### config.mk
export PLATFORM = sky130hd
export DESIGN_NAME = mem_arbiter_flat
export DESIGN_NICKNAME = d
export VERILOG_FILES = /design/src/rtl/mem_arbiter_if.sv /design/src/rtl/mem_arbiter.sv /design/src/flat_wrapper.sv
export SDC_FILE = /design/constraint.sdc
export NUM_CORES = 1
export LEC_CHECK = 0
export ABC_CLOCK_PERIOD_IN_PS = 2800
export BUFFER_PORTS_ARGS = -buffer_cell sky130_fd_sc_hd__buf_2
export CAP_MARGIN = 30
export CORE_MARGIN = 3
export CORE_UTILIZATION = 50
export CTS_BUF_LIST = sky130_fd_sc_hd__clkbuf_8
export DETAILED_ROUTE_END_ITERATION = 12
export PLACE_DENSITY = 0.87
export SYNTH_ARGS = -nofsm -noshare
export SYNTH_HDL_FRONTEND = slang
export SYNTH_SLANG_ARGS = --single-unit
### constraint.sdc
create_clock -name CLK -period 2.8 [get_ports CLK]
set_input_delay 0.7 -clock CLK [delete_from_list [all_inputs] [get_ports CLK]]
set_output_delay 0.7 -clock CLK [all_outputs]
set_load 0.005 [all_outputs]
### src/rtl/mem_arbiter_if.sv
// Bus bundle for mem_arbiter: fetch port, data port, shared memory port and status.
// The arbiter connects through modport slave; the environment drives through master.
interface mem_arbiter_if #(
    parameter int unsigned ADDR_W = 32,
    parameter int unsigned DATA_W = 32
) ();
    logic              i_req;
    logic [ADDR_W-1:0] i_addr;
    logic [DATA_W-1:0] i_rdata;
    logic              i_ready;

    logic              d_read;
    logic              d_write;
    logic [ADDR_W-1:0] d_addr;
    logic [DATA_W-1:0] d_wdata;
    logic [DATA_W-1:0] d_rdata;
    logic              d_ready;

    logic              m_en;
    logic              m_we;
    logic [ADDR_W-1:0] m_addr;
    logic [DATA_W-1:0] m_wdata;
    logic [DATA_W-1:0] m_rdata;
    logic              m_ack;

    logic              busy;
    logic              err;

    modport slave (
        input  i_req, i_addr, d_read, d_write, d_addr, d_wdata, m_rdata, m_ack,
        output i_rdata, i_ready, d_rdata, d_ready, m_en, m_we, m_addr, m_wdata, busy, err
    );

    modport master (
        output i_req, i_addr, d_read, d_write, d_addr, d_wdata, m_rdata, m_ack,
        input  i_rdata, i_ready, d_rdata, d_ready, m_en, m_we, m_addr, m_wdata, busy, err
    );
endinterface

### src/rtl/mem_arbiter.sv
// Two-requester (fetch/data) arbiter onto one memory port, data-first with a fetch anti-starvation streak.
// Optional access watchdog enabled by defining MEM_ARB_TIMEOUT_EN.
module mem_arbiter #(
    parameter int unsigned ADDR_W       = 32,
    parameter int unsigned DATA_W       = 32,
    parameter int unsigned MAX_D_STREAK = 4,
    parameter int unsigned TIMEOUT      = 255
) (
    input  logic          CLK,
    input  logic          RESET,
    mem_arbiter_if.slave  bus
);
    localparam int unsigned STREAK_W = (MAX_D_STREAK < 1) ? 1 : $clog2(MAX_D_STREAK + 1);

    typedef enum logic [1:0] {IDLE, I_ACC, D_ACC} state_e;

    state_e              state_q, state_d;
    logic [STREAK_W-1:0] d_streak_q, d_streak_d;
    logic [ADDR_W-1:0]   m_addr_q, m_addr_d;
    logic [DATA_W-1:0]   m_wdata_q, m_wdata_d;
    logic                m_we_q, m_we_d;
    logic                active_q, active_d;
    logic [DATA_W-1:0]   i_rdata_q, i_rdata_d;
    logic [DATA_W-1:0]   d_rdata_q, d_rdata_d;
    logic                i_ready_q, i_ready_d;
    logic                d_ready_q, d_ready_d;

    logic                arb_open, d_pend, grant_i, grant_d;
    logic                acc_end, acc_tout;
    logic [DATA_W-1:0]   rd_val;

`ifdef MEM_ARB_TIMEOUT_EN
    localparam int unsigned TMR_W = (TIMEOUT < 2) ? 1 : $clog2(TIMEOUT + 1);
    logic [TMR_W-1:0] timer_q, timer_d;
    logic             err_q, err_d;
`endif

    // A completing requester's still-held request must not re-issue, so no grant is made while any ready pulses.
    always_comb begin
        arb_open = !i_ready_q && !d_ready_q;
        d_pend   = bus.d_read || bus.d_write;
        grant_i  = arb_open && bus.i_req &&
                   (!d_pend || (d_streak_q == STREAK_W'(MAX_D_STREAK)));
        grant_d  = arb_open && d_pend && !grant_i;
    end

    // Next-state, latched memory command and completion outputs.
    always_comb begin
        state_d    = state_q;
        d_streak_d = d_streak_q;
        m_addr_d   = m_addr_q;
        m_wdata_d  = m_wdata_q;
        m_we_d     = m_we_q;
        i_rdata_d  = i_rdata_q;
        d_rdata_d  = d_rdata_q;
        i_ready_d  = 1'b0;
        d_ready_d  = 1'b0;
        acc_end    = 1'b0;
        acc_tout   = 1'b0;
        rd_val     = bus.m_rdata;
`ifdef MEM_ARB_TIMEOUT_EN
        timer_d    = timer_q;
        err_d      = 1'b0;
`endif

        case (state_q)
            IDLE: begin
`ifdef MEM_ARB_TIMEOUT_EN
                timer_d = '0;
`endif
                if (grant_i) begin
                    state_d    = I_ACC;
                    m_addr_d   = bus.i_addr;
                    m_wdata_d  = '0;
                    m_we_d     = 1'b0;
                    d_streak_d = '0;
                end else if (grant_d) begin
                    state_d   = D_ACC;
                    m_addr_d  = bus.d_addr;
                    m_wdata_d = bus.d_wdata;
                    m_we_d    = bus.d_write;
                    if (!bus.i_req) begin
                        d_streak_d = '0;
                    end else if (d_streak_q != STREAK_W'(MAX_D_STREAK)) begin
                        d_streak_d = d_streak_q + STREAK_W'(1);
                    end
                end
            end
            I_ACC, D_ACC: begin
                if (bus.m_ack) begin
                    acc_end = 1'b1;
`ifdef MEM_ARB_TIMEOUT_EN
                end else if (timer_q == TMR_W'(TIMEOUT - 1)) begin
                    acc_end  = 1'b1;
                    acc_tout = 1'b1;
                end else begin
                    timer_d = timer_q + TMR_W'(1);
`endif
                end
            end
            default: state_d = IDLE;
        endcase

        // A timed-out read returns zero in place of memory data.
        if (acc_end) begin
            state_d = IDLE;
            if (acc_tout) begin
                rd_val = '0;
            end
`ifdef MEM_ARB_TIMEOUT_EN
            err_d = acc_tout;
`endif
            if (state_q == I_ACC) begin
                i_ready_d = 1'b1;
                i_rdata_d = rd_val;
            end else begin
                d_ready_d = 1'b1;
                if (!m_we_q) begin
                    d_rdata_d = rd_val;
                end
            end
        end

        active_d = (state_d != IDLE);
    end

    always_ff @(posedge CLK) begin
        if (RESET) begin
            state_q    <= IDLE;
            d_streak_q <= '0;
            m_addr_q   <= '0;
            m_wdata_q  <= '0;
            m_we_q     <= 1'b0;
            active_q   <= 1'b0;
            i_rdata_q  <= '0;
            d_rdata_q  <= '0;
            i_ready_q  <= 1'b0;
            d_ready_q  <= 1'b0;
`ifdef MEM_ARB_TIMEOUT_EN
            timer_q    <= '0;
            err_q      <= 1'b0;
`endif
        end else begin
            state_q    <= state_d;
            d_streak_q <= d_streak_d;
            m_addr_q   <= m_addr_d;
            m_wdata_q  <= m_wdata_d;
            m_we_q     <= m_we_d;
            active_q   <= active_d;
            i_rdata_q  <= i_rdata_d;
            d_rdata_q  <= d_rdata_d;
            i_ready_q  <= i_ready_d;
            d_ready_q  <= d_ready_d;
`ifdef MEM_ARB_TIMEOUT_EN
            timer_q    <= timer_d;
            err_q      <= err_d;
`endif
        end
    end

    assign bus.m_en    = active_q;
    assign bus.busy    = active_q;
    assign bus.m_we    = m_we_q;
    assign bus.m_addr  = m_addr_q;
    assign bus.m_wdata = m_wdata_q;
    assign bus.i_rdata = i_rdata_q;
    assign bus.d_rdata = d_rdata_q;
    assign bus.i_ready = i_ready_q;
    assign bus.d_ready = d_ready_q;
`ifdef MEM_ARB_TIMEOUT_EN
    assign bus.err     = err_q;
`else
    assign bus.err     = 1'b0;
`endif

endmodule

### src/flat_wrapper.sv
// flat-port wrapper written by rule: the top's interface ports become plain ports
module mem_arbiter_flat 
#(
    parameter int unsigned ADDR_W       = 32,
    parameter int unsigned DATA_W       = 32,
    parameter int unsigned MAX_D_STREAK = 4,
    parameter int unsigned TIMEOUT      = 255
)
  (CLK, RESET, bus_i_req, bus_i_addr, bus_d_read, bus_d_write, bus_d_addr, bus_d_wdata, bus_m_rdata, bus_m_ack, bus_i_rdata, bus_i_ready, bus_d_rdata, bus_d_ready, bus_m_en, bus_m_we, bus_m_addr, bus_m_wdata, bus_busy, bus_err);
  mem_arbiter_if #(.ADDR_W(ADDR_W), .DATA_W(DATA_W)) bus_i ();
  input  logic CLK;
  input  logic RESET;
  input wire logic [$bits(bus_i.i_req)-1:0] bus_i_req;
  input wire logic [$bits(bus_i.i_addr)-1:0] bus_i_addr;
  input wire logic [$bits(bus_i.d_read)-1:0] bus_d_read;
  input wire logic [$bits(bus_i.d_write)-1:0] bus_d_write;
  input wire logic [$bits(bus_i.d_addr)-1:0] bus_d_addr;
  input wire logic [$bits(bus_i.d_wdata)-1:0] bus_d_wdata;
  input wire logic [$bits(bus_i.m_rdata)-1:0] bus_m_rdata;
  input wire logic [$bits(bus_i.m_ack)-1:0] bus_m_ack;
  output wire logic [$bits(bus_i.i_rdata)-1:0] bus_i_rdata;
  output wire logic [$bits(bus_i.i_ready)-1:0] bus_i_ready;
  output wire logic [$bits(bus_i.d_rdata)-1:0] bus_d_rdata;
  output wire logic [$bits(bus_i.d_ready)-1:0] bus_d_ready;
  output wire logic [$bits(bus_i.m_en)-1:0] bus_m_en;
  output wire logic [$bits(bus_i.m_we)-1:0] bus_m_we;
  output wire logic [$bits(bus_i.m_addr)-1:0] bus_m_addr;
  output wire logic [$bits(bus_i.m_wdata)-1:0] bus_m_wdata;
  output wire logic [$bits(bus_i.busy)-1:0] bus_busy;
  output wire logic [$bits(bus_i.err)-1:0] bus_err;
  assign bus_i.i_req = bus_i_req;
  assign bus_i.i_addr = bus_i_addr;
  assign bus_i.d_read = bus_d_read;
  assign bus_i.d_write = bus_d_write;
  assign bus_i.d_addr = bus_d_addr;
  assign bus_i.d_wdata = bus_d_wdata;
  assign bus_i.m_rdata = bus_m_rdata;
  assign bus_i.m_ack = bus_m_ack;
  assign bus_i_rdata = bus_i.i_rdata;
  assign bus_i_ready = bus_i.i_ready;
  assign bus_d_rdata = bus_i.d_rdata;
  assign bus_d_ready = bus_i.d_ready;
  assign bus_m_en = bus_i.m_en;
  assign bus_m_we = bus_i.m_we;
  assign bus_m_addr = bus_i.m_addr;
  assign bus_m_wdata = bus_i.m_wdata;
  assign bus_busy = bus_i.busy;
  assign bus_err = bus_i.err;
  mem_arbiter #(.ADDR_W(ADDR_W), .DATA_W(DATA_W), .MAX_D_STREAK(MAX_D_STREAK), .TIMEOUT(TIMEOUT)) u_core (.CLK(CLK), .RESET(RESET), .bus(bus_i));
endmodule
==> summary.md, run 1 <==
| Metric | Value |
|---|---|
| Status | `complete, no violations` |
| Area contributors post-synth | `dfxtp_1, a21oi_1, nand2_1` |
| Post-cts resize count | `0` |
| Rows | `37` |
| Max Cap Viol | `0` |
| Maximum VDD drop | `0.000331 V` |
| Final setup TNS | `0 ns` |
| Yosys Warn Count | `0` |
| Worst setup EP type | `flip-flop` |
| WS Path Type | `input port to flip-flop` |
| Startpoint types | `input port` |
| Final setup fails | `0` |
| Skew final | `0.0107 ns` |
| Fin nets | `976` |
| WL per Instance | `14.8 um` |
| #FFs+latches synth | `137` |
| CP Data Required Time | `3.12 ns` |
| Largest net degree at the start of global routing | `87` |
| Die width | `109 um` |
| Pre-CTS setup slack | `0.449 ns` |
| Drt pass-1 iters | `5` |
| Crit path launch | `bus_i_req` |
| DP HPWL | `10,500 um` |
| Clk sinks | `137` |
| Area growth syn-to-layout | `33.0%` |
| Syn Nets | `739` |
| Dominant cell type by area after synthesis | `dfxtp_1` |
| Fin. Hold Viols | `0` |
| Worst-path maximum fanout | `64` |
| Hold WC Path Type | `flip-flop to flip-flop` |
| First-pass GRT wire length | `22,100 um` |
| Die area | `0.0119 mm2` |
| Filler Cell Count | `863` |
| Root Driver | `clkbuf_8` |
| Hold path start | `u_core.bus.i_rdata[14]$_SDFFE_PP0P_` |
| # DRC | `0` |
| Worst Tran Pin Value | `0.879 ns` |
| Final worst slack | `0.870 ns` |
| PortBufs | `266` |
| Final wirelength | `14,700 um` |
| Layout Cells excl Fill | `987` |
| Peak Freq | `0.518 GHz` |
| Skew-Pair Late Insertion Delay | `0.42 ns` |
| RSZ-0062 raised after global routing | `false` |
| GR Overflow Total | `0` |
| CP arrival | `2.25 ns` |
| Core area | `0.0103 mm2` |
| Cells after synthesis | `601` |
| Power Dens Cells | `654 mW/mm2` |
| Max Root-Sink Buffers | `2` |
| Placer Congestion | `0.793` |
| Via count | `5,229` |
| Detailed Route Iter0 Violations | `405` |
| Initial Util | `51.6%` |
| Total setup buffers inserted after CTS | `0` |
| H-tree Lvls | `4` |
| Yosys top cell area share | `51.5%` |
| Most frequent cells in the layout | `buf_2, dfxtp_1, nand2_1` |
| Commonest non-fill, non-tap cell in the layout | `buf_2` |
| Initial antenna violation count | `0` |
| Ant. Diodes | `0` |
| Netlist cell types | `32` |
| Relative slew margins | `41.4%` |
| Worst-path clk slew | `0.08 ns` |
| CTS buffer count | `17` |
| # IOs | `268` |
| Leak | `3.18 nW` |
| Hold-fix buffers at CTS | `0` |
| Synthesized area | `0.00533 mm2` |
| Seq/Total Area, Yosys | `51.5%` |
| Die Ht | `109 um` |
| Post-Syn Area per Cell | `8.87 um2` |
| Hold_ws | `0.453 ns` |
| TritonCTS clock tree | `built` |
| Slew Viols, Final | `0` |
| Antenna Nets Post-Route | `0` |
| Tcrit/Tclk final | `68.9%` |
| Vias in the first global route | `4,623` |
| Gr usage total | `23.3%` |
| FF-to-FF Start | `u_core.d_streak_q[0]$_SDFFE_PP0P_` |
| Via density | `5.30` |
| Tmin final | `1.93 ns` |
| Total Power | `4.63 mW` |
| Post-Place Cells | `955` |
| Layout cells sized above 1 | `38.0%` |
## through the flow
step           utilization, %  area, um2
6_report                 68.7       7090
5_1_grt                  68.7       7090
4_1_cts                  68.7       7090
3_5_place_dp             65.1       6720
3_3_place_gp             65.0       6710
2_1_floorplan               -       5330
## synthesized netlist by cell type
cell and instances:
nand4bb_1 1, nand2_1 130, a311oi_1 28, inv_1 6, o21ai_0 36, clkbuf_1 48, nand2b_1 1, or2_2 1
nand3_1 3, and4b_1 1, a21oi_1 102, or3_1 1, and3_1 1, ha_1 4, buf_6 4, a2bb2oi_1 1
a311oi_2 5, nor4bb_1 1, buf_2 5, nor3b_1 2, buf_1 2, or3b_2 1, nor3_1 2, nand4_1 3
nor2_1 4, o31a_1 1, conb_1 1, dfxtp_1 137, or3b_1 33, a22o_1 32, buf_4 3, a31oi_1 1
## path summary, 6_finish.rpt
path,slack (ns),endpoint,cells past startpoint
setup / recovery,0.87,u_core.bus.m_addr[22]$_SDFFE_PP0P_,5
hold / removal,0.45,u_core.bus.i_rdata[14]$_SDFFE_PP0P_,2
setup reg to reg,0.95,u_core.bus.m_wdata[2]$_SDFFE_PP0P_,6
hold reg to reg,0.45,u_core.bus.i_rdata[14]$_SDFFE_PP0P_,2
## sequential cells by signal, indices dropped and copies added, names as in the netlist
| signal | cells |
|---|---|
| u_core.bus.d_rdata | 32 |
| u_core.bus.i_rdata | 32 |
| u_core.bus.m_addr | 32 |
| u_core.bus.m_wdata | 32 |
| u_core.d_streak_q | 3 |
| u_core.state_q | 2 |
| u_core.bus.busy | 1 |
| u_core.bus.d_ready | 1 |
| u_core.bus.i_ready | 1 |
| u_core.bus.m_we | 1 |
## where the power goes
group / internal [mW] / leakage, nW / switching, mW
Sequential: 2.14 / 1.12 / 0.103
Clock: 0.694 / 0.178 / 0.771
Combinational: 0.424 / 1.88 / 0.498
## critical path, cell delays in order
cell	delay [ns]
buf_2	0.16
or3b_1	0.35
buf_4	0.27
or3b_1	0.42
a311oi_1	0.31
## layer usage
layer / track usage, % / vias up / wire [um]
li1: - / 2611 / -
met1: 28.4 / 2367 / 5890
met2: 39.2 / 224 / 7140
met3: 6.93 / 27 / 1310
met4: 8.01 / 0 / 307
met5: 0 / - / 0
## cells by family after synthesis
| family | count (synthesis) | synth area share, % |
|---|---|---|
| other | 1 | 0.0704 |
| and+or+nand+nor | 185 | 17.2 |
| DFF | 137 | 51.5 |
| buffers and inverters | 68 | 5.68 |
| AOI/OAI and AO/OA | 206 | 24.7 |
| adders and majority gates | 4 | 0.939 |
## area by class of cell
type | instances | area [um2] | share of cell area, %
Clock buffer | 20 | 275 | 3.88
Clock inverter | 12 | 92.6 | 1.31
Inverter | 6 | 22.5 | 0.318
Multi-Input combinational cell | 396 | 2330 | 32.8
Sequential cell | 137 | 2740 | 38.7
Tap cell | 136 | 170 | 2.40
Timing Repair Buffer | 280 | 1460 | 20.6
(Power assumes the default switching activity.)
==> run 2: changes to the inputs <==
--- a/config.mk
+++ b/config.mk
@@ -5,14 +5,14 @@
 export SDC_FILE = /design/constraint.sdc
 export NUM_CORES = 1
 export LEC_CHECK = 0
-export ABC_CLOCK_PERIOD_IN_PS = 2800
+export ABC_CLOCK_PERIOD_IN_PS = 1700
 export BUFFER_PORTS_ARGS = -buffer_cell sky130_fd_sc_hd__buf_2
 export CAP_MARGIN = 30
 export CORE_MARGIN = 3
-export CORE_UTILIZATION = 50
+export CORE_UTILIZATION = 43
 export CTS_BUF_LIST = sky130_fd_sc_hd__clkbuf_8
 export DETAILED_ROUTE_END_ITERATION = 12
-export PLACE_DENSITY = 0.87
+export PLACE_DENSITY = 0.79
 export SYNTH_ARGS = -nofsm -noshare
 export SYNTH_HDL_FRONTEND = slang
 export SYNTH_SLANG_ARGS = --single-unit
==> constraint.sdc (replaced) <==
create_clock -name CLK -period 1.7 [get_ports CLK]
set_input_delay 0.425 -clock CLK [delete_from_list [all_inputs] [get_ports CLK]]
set_output_delay 0.425 -clock CLK [all_outputs]
set_load 0.005 [all_outputs]
==> summary.md, run 2 (synthesis gave the netlist of run 1 again) <==
| Metric | Value |
|---|---|
| Final setup TNS | `0 ns` |
| First-pass GRT wire length | `25,200 um` |
| Sequential Power Share | `44.3%` |
| Max Cap Viol | `0` |
| Sw Pwr | `2.31 mW` |
| Fin nets | `991` |
| # IOs | `268` |
| TritonCTS clock tree | `built` |
| GR Util met1 | `26.3%` |
| Peak Freq | `0.610 GHz` |
| Relative slew margins | `64.5%` |
| GR Overflow Total | `0` |
| Hold_ws | `0.206 ns` |
| Max incr delay on CP | `0.43 ns` |
| Final setup fails | `0` |
| Final wirelength | `16,200 um` |
| Detailed Route Iter0 Violations | `382` |
| Placer Congestion | `0.841` |
| Largest net degree at the start of global routing | `61` |
| Hold WC Path Type | `input port to flip-flop` |
| Slew Viols, Final | `0` |
| Max Root-Sink Buffers | `2` |
| # DRC | `0` |
| Most frequent cells in the layout | `buf_2, dfxtp_1, nand2_1` |
| GRT met2 Usage | `37.7%` |
| DP HPWL | `10,800 um` |
| Status | `complete, no violations` |
| Die Ht | `117 um` |
| Worst-path maximum fanout | `28` |
| Core area | `0.0121 mm2` |
| Worst Tran Pin Value | `0.533 ns` |
| Final non-filler cell area | `0.00752 mm2` |
| Fin. Hold Viols | `0` |
| Maximum VDD drop | `0.000502 V` |
| Via count | `5,379` |
| Via density | `5.20` |
| Util after Layout | `62.3%` |
| Die area | `0.0138 mm2` |
| Comb power frac | `21.5%` |
| Commonest non-fill, non-tap cell in the layout | `buf_2` |
| Worst setup EP type | `flip-flop` |
| WL per Instance | `15.7 um` |
| CTS buffer count | `17` |
| Initial Util | `44.2%` |
| Int Pwr | `6.04 mW` |
| H-tree Lvls | `4` |
| Sw Ratio | `27.7%` |
| PortBufs | `266` |
| Area growth syn-to-layout | `41.1%` |
| Rows | `40` |
| Power Dens Cells | `1110 mW/mm2` |
| CP Data Required Time | `2.05 ns` |
| Gr usage total | `22.2%` |
| WS Path Type | `flip-flop to flip-flop` |
| Skew final | `0.00894 ns` |
| Placed cell area | `0.00696 mm2` |
| Vias in the first global route | `5,088` |
| CP arrival | `1.99 ns` |
| Cell Chain, Critical Path | `or3b_4, buf_12, or3b_1, a311oi_1` |
| Clk sinks | `137` |
| Die width | `117 um` |
| CP max stage cell | `or3b_4` |
| Hold-fix buffers at CTS | `0` |
| Leak | `3.36 nW` |
| Layout cells sized above 1 | `39.7%` |
| Initial antenna violation count | `1` |
| Tmin final | `1.64 ns` |
| Clock share of power | `34.2%` |
| Root Driver | `clkbuf_8` |
| GRT busiest layer | `met2` |
| Worst-path clk slew | `0.08 ns` |
| Skew-Pair Late Insertion Delay | `0.44 ns` |
| Met3 global-route usage | `6.03%` |
| Drt pass-1 iters | `5` |
| Antenna Nets Post-Route | `0` |
| Tcrit/Tclk final | `96.4%` |
| Startpoint types | `flip-flop` |
==> run 2: changes by cell type in the layout (fill, tap and decap cells not counted), sizes merged <==
cell	previous run	this run
buf	280	292
bufinv	0	4
inv	11	8
clkbuf	20	21
clkinv	2	3
clkinvlp	5	4
diode	0	1
==> run 2: through the flow <==
step / cells / setup WS, ns / total power, mW
finish: 1034 / 0.0609 / 8.35
global route: 1034 / -0.0237 / 8.73
CTS: 1028 / 0.000780 / 8.27
detailed placement: 997 / -0.173 / 5.41
global placement: 997 / -0.115 / 5.38
floorplan: 601 / -0.103 / 4.61
==> run 2: layout make-up <==
type	instances	area, um2
Antenna cell	1	2.50
Inverter	6	22.5
Multi-Input combinational cell	396	2370
Tap cell	168	210
Clock inverter	13	178
Sequential cell	137	2740
Clock buffer	18	248
Fill cell	1078	4540
Timing Repair Buffer	295	1750
==> run 2: per-layer routing <==
layer  vias to the layer above  part of all wire [%]
li1                       2632                     -
met2                       223                    49
met1                      2486                    41
met5                         -                     0
met4                         0                   3.0
met3                        38                   7.0
==> run 2: worst max-delay path: cells and delay by family, from the launching register on <==
family | cells | cell delay (ns)
flip-flops | 1 | 0.33
AND/OR/NAND/NOR | 2 | 0.81
buffers and inverters | 1 | 0.17
AO/OA/AOI/OAI | 1 | 0.24
==> run 2: final timing paths <==
path,start,endpoint,slack (ns),cells after the start
worst max-delay path,u_core.bus.i_ready$_SDFF_PP0_,u_core.bus.m_addr[7]$_SDFFE_PP0P_,0.06,4
worst min-delay path,bus_d_wdata[24],u_core.bus.m_wdata[24]$_SDFFE_PP0P_,0.21,2
worst max register to register,u_core.bus.i_ready$_SDFF_PP0_,u_core.bus.m_addr[7]$_SDFFE_PP0P_,0.06,4
worst min register to register,u_core.bus.d_rdata[31]$_SDFFE_PP0P_,u_core.bus.d_rdata[31]$_SDFFE_PP0P_,0.45,2
==> run 2: power groups by stage <==
stage	sequential [mW]	clock [mW]	combinational (mW)
after floorplan	3.79	0	0.823
after global placement	3.75	0	1.62
after detailed placement	3.76	0	1.65
after CTS	3.69	2.92	1.66
after global routing	3.73	3.03	1.96
final	3.70	2.86	1.80
==> run 2: what timing repair did <==
| item | 4_1_cts | 5_1_grt |
|---|---|---|
| pin swaps | 0 | 11 |
| gates resized for setup | 2 | 9 |
| buffers inserted | 0 | 2 |
| setup endpoints to repair | 16 | 39 |
| cloned | 0 | 3 |
==> run 3: changes to the inputs <==
--- a/config.mk
+++ b/config.mk
@@ -5,11 +5,12 @@
 export SDC_FILE = /design/constraint.sdc
 export NUM_CORES = 1
 export LEC_CHECK = 0
+export ABC_AREA = 1
 export ABC_CLOCK_PERIOD_IN_PS = 1700
 export BUFFER_PORTS_ARGS = -buffer_cell sky130_fd_sc_hd__buf_2
 export CAP_MARGIN = 30
 export CORE_MARGIN = 3
-export CORE_UTILIZATION = 43
+export CORE_UTILIZATION = 45
 export CTS_BUF_LIST = sky130_fd_sc_hd__clkbuf_8
 export DETAILED_ROUTE_END_ITERATION = 12
 export PLACE_DENSITY = 0.79
==> summary.md, run 3 <==
| Metric | Value |
|---|---|
| Status | `complete, no violations` |
| Hold path start | `bus_m_rdata[4]` |
| Die area | `0.0154 mm2` |
| Most frequent cells in the layout | `buf_2, nand2_1, nand3_1` |
| WS Path Type | `flip-flop to flip-flop` |
| Final setup TNS | `0 ns` |
| Clock share of power | `31.0%` |
| Antenna Nets Post-Route | `0` |
| EDFF count, synth | `0` |
| Syn Nets | `1,020` |
| Yosys Warn Count | `0` |
| Worst setup EP type | `flip-flop` |
| # IOs | `268` |
| Commonest non-fill, non-tap cell in the layout | `buf_2` |
| Area growth syn-to-layout | `30.0%` |
| Netlist cell types | `29` |
| CP Data Required Time | `2.02 ns` |
| Top cells by count, synth | `nand2_1, nand3_1, dfxtp_1` |
| Gr usage total | `22.4%` |
| Initial Util | `46.7%` |
| Rows | `42` |
| Top FF cell, synth | `dfxtp_1` |
| Fin. Hold Viols | `0` |
| Largest net degree at the start of global routing | `49` |
| Synthesized area | `0.00626 mm2` |
| Tcrit/Tclk final | `92.1%` |
| Initial antenna violation count | `1` |
| Vias in the first global route | `5,685` |
| Skew final | `0.0183 ns` |
| Via count | `6,396` |
| Int Pwr | `6.12 mW` |
| Root Driver | `clkbuf_8` |
| Most frequent cell after synthesis | `nand2_1` |
| CTS buffer count | `17` |
| CP arrival | `1.89 ns` |
| Clk sinks | `137` |
| Filler Cell Count | `1,246` |
| Sequential Power Share | `42.1%` |
| Core area | `0.0134 mm2` |
| Worst-path maximum fanout | `32` |
| Final non-filler cell area | `0.00813 mm2` |
| Area contributors post-synth | `dfxtp_1, nand3_1, nand2_1` |
| TritonCTS clock tree | `built` |
| Sw Pwr | `2.93 mW` |
| Crit path launch | `u_core.d_streak_q[0]$_SDFFE_PP0P_` |
| Relative slew margins | `60.0%` |
| Detailed Route Iter0 Violations | `455` |
| Maximum VDD drop | `0.000620 V` |
| Comb power frac | `26.9%` |
| Worst Tran Pin Value | `0.601 ns` |
| Final wirelength | `17,900 um` |
| Layout cells sized above 1 | `32.4%` |
| Sw Ratio | `32.4%` |
| Final setup fails | `0` |
| Yosys top cell area share | `43.8%` |
| Seq/Total Area, Yosys | `43.8%` |
| WL per Instance | `13.6 um` |
| Max incr delay on CP | `0.37 ns` |
| Max Cap Viol | `0` |
| Max Root-Sink Buffers | `2` |
| Peak Freq | `0.639 GHz` |
| FF-to-FF Start | `u_core.d_streak_q[0]$_SDFFE_PP0P_` |
| Worst-path clk slew | `0.08 ns` |
| Startpoint types | `flip-flop` |
| Placer Congestion | `0.818` |
| GR Overflow Total | `0` |
| # DRC | `0` |
| Hold WC Path Type | `input port to flip-flop` |
| Synth async-reset ratio | `0%` |
| Via density | `4.85` |
| Fin nets | `1,266` |
| Dominant cell type by area after synthesis | `dfxtp_1` |
| DP HPWL | `12,600 um` |
| Tmin final | `1.57 ns` |
| Post-Syn Area per Cell | `7.09 um2` |
| Cell Chain, Critical Path | `inv_1, ha_1, nand2_1, nand2_4, buf_4, nand3_1, nand3_1, nand2_1, inv_1` |
| Multi-input gate area | `0.00260 mm2` |
| PortBufs | `266` |
| Die width | `124 um` |
| Util after Layout | `60.7%` |
| Slew Viols, Final | `0` |
| H-tree Lvls | `4` |
| CP max stage cell | `dfxtp_1` |
| First-pass GRT wire length | `27,300 um` |
| Cells after synthesis | `882` |
| RSZ-0062 raised after global routing | `false` |
| Skew-Pair Late Insertion Delay | `0.44 ns` |
| Total Power | `9.05 mW` |
| Placed cell area | `0.00769 mm2` |
| Register Area | `0.00274 mm2` |
| Drt pass-1 iters | `7` |
| #FFs+latches synth | `137` |
| Leak | `4.51 nW` |
| Power Dens Cells | `1110 mW/mm2` |
| Die Ht | `124 um` |
## run 3: cell types whose count changed after synthesis, moves of 15 or more
cell / delta
inv_2: +15
a21oi_1: -64
nand2_1: +55
a311oi_1: -28
nand3_1: +145
or3b_1: -33
clkbuf_1: -36
buf_2: +20
clkinv_1: +15
nor2_1: +85
inv_1: +97
a22o_1: -32
## run 3: final timing paths
path,end,slack [ns],cells after the start
worst max register to register,u_core.bus.m_addr[26]$_SDFFE_PP0P_,0.13,9
worst min-delay path,u_core.bus.d_rdata[4]$_SDFFE_PP0P_,0.23,3
worst min register to register,u_core.bus.i_rdata[23]$_SDFFE_PP0P_,0.46,2
worst max-delay path,u_core.bus.m_addr[26]$_SDFFE_PP0P_,0.13,9
## run 3: what timing repair did
item                       CTS  global route
buffers inserted             0             0
resized for setup            0             8
hold endpoints to repair     0             0
hold buffers                 0             0
setup endpoints to repair    0            68
## run 3: power groups by stage
| stage | clock network, mW | logic, mW | registers [mW] |
|---|---|---|---|
| after floorplan | 0 | 1.49 | 3.91 |
| after global placement | 0 | 2.38 | 3.87 |
| after detailed placement | 0 | 2.42 | 3.87 |
| after CTS | 2.85 | 2.44 | 3.81 |
| after global routing | 3.02 | 2.75 | 3.86 |
| final | 2.80 | 2.44 | 3.81 |
## run 3: logic make-up after synthesis
kind of cell / after synthesis / synth area share (%)
and+or+nand+nor: 443 / 32.0
adders and majority gates: 4 / 0.800
other: 1 / 0.0599
buffers and inverters: 197 / 14.7
AOI/OAI and AO/OA: 100 / 8.60
DFF: 137 / 43.8
## run 3: per-layer routing
layer	global-route usage (%)	routed length, um	vias to the layer above
met5	0	0	-
met4	8.49	363	0
met3	7.27	1570	29
met2	36.9	8650	226
met1	27.4	7350	2905
li1	-	-	3236
## run 3: per-stage QoR
stage	cells	hold slack, ns	setup slack (ns)
6_report	1318	0.228	0.135
5_1_grt	1318	0.201	0.000354
4_1_cts	1317	0.204	0.0600
3_5_place_dp	1285	0.448	0.0914
3_3_place_gp	1285	0.444	0.134
2_1_floorplan	882	0.456	0.270
## run 3: area by class of cell
type / instances / area share [%]
inverters: 133 / 6.14
repair buffers: 291 / 20.3
clock buffers: 18 / 3.05
clock inverters: 14 / 2.11
well taps: 176 / 2.71
diodes: 1 / 0.0308
multi-input cells: 548 / 31.9
flip-flops and latches: 137 / 33.7
## run 3: worst max-delay path, delay by kind of cell (launching register included)
kind / cells / cell delay (ns)
adders and majority gates: 1 / 0.19
buffers and inverters: 3 / 0.33
DFF: 1 / 0.37
and+or+nand+nor: 5 / 0.55
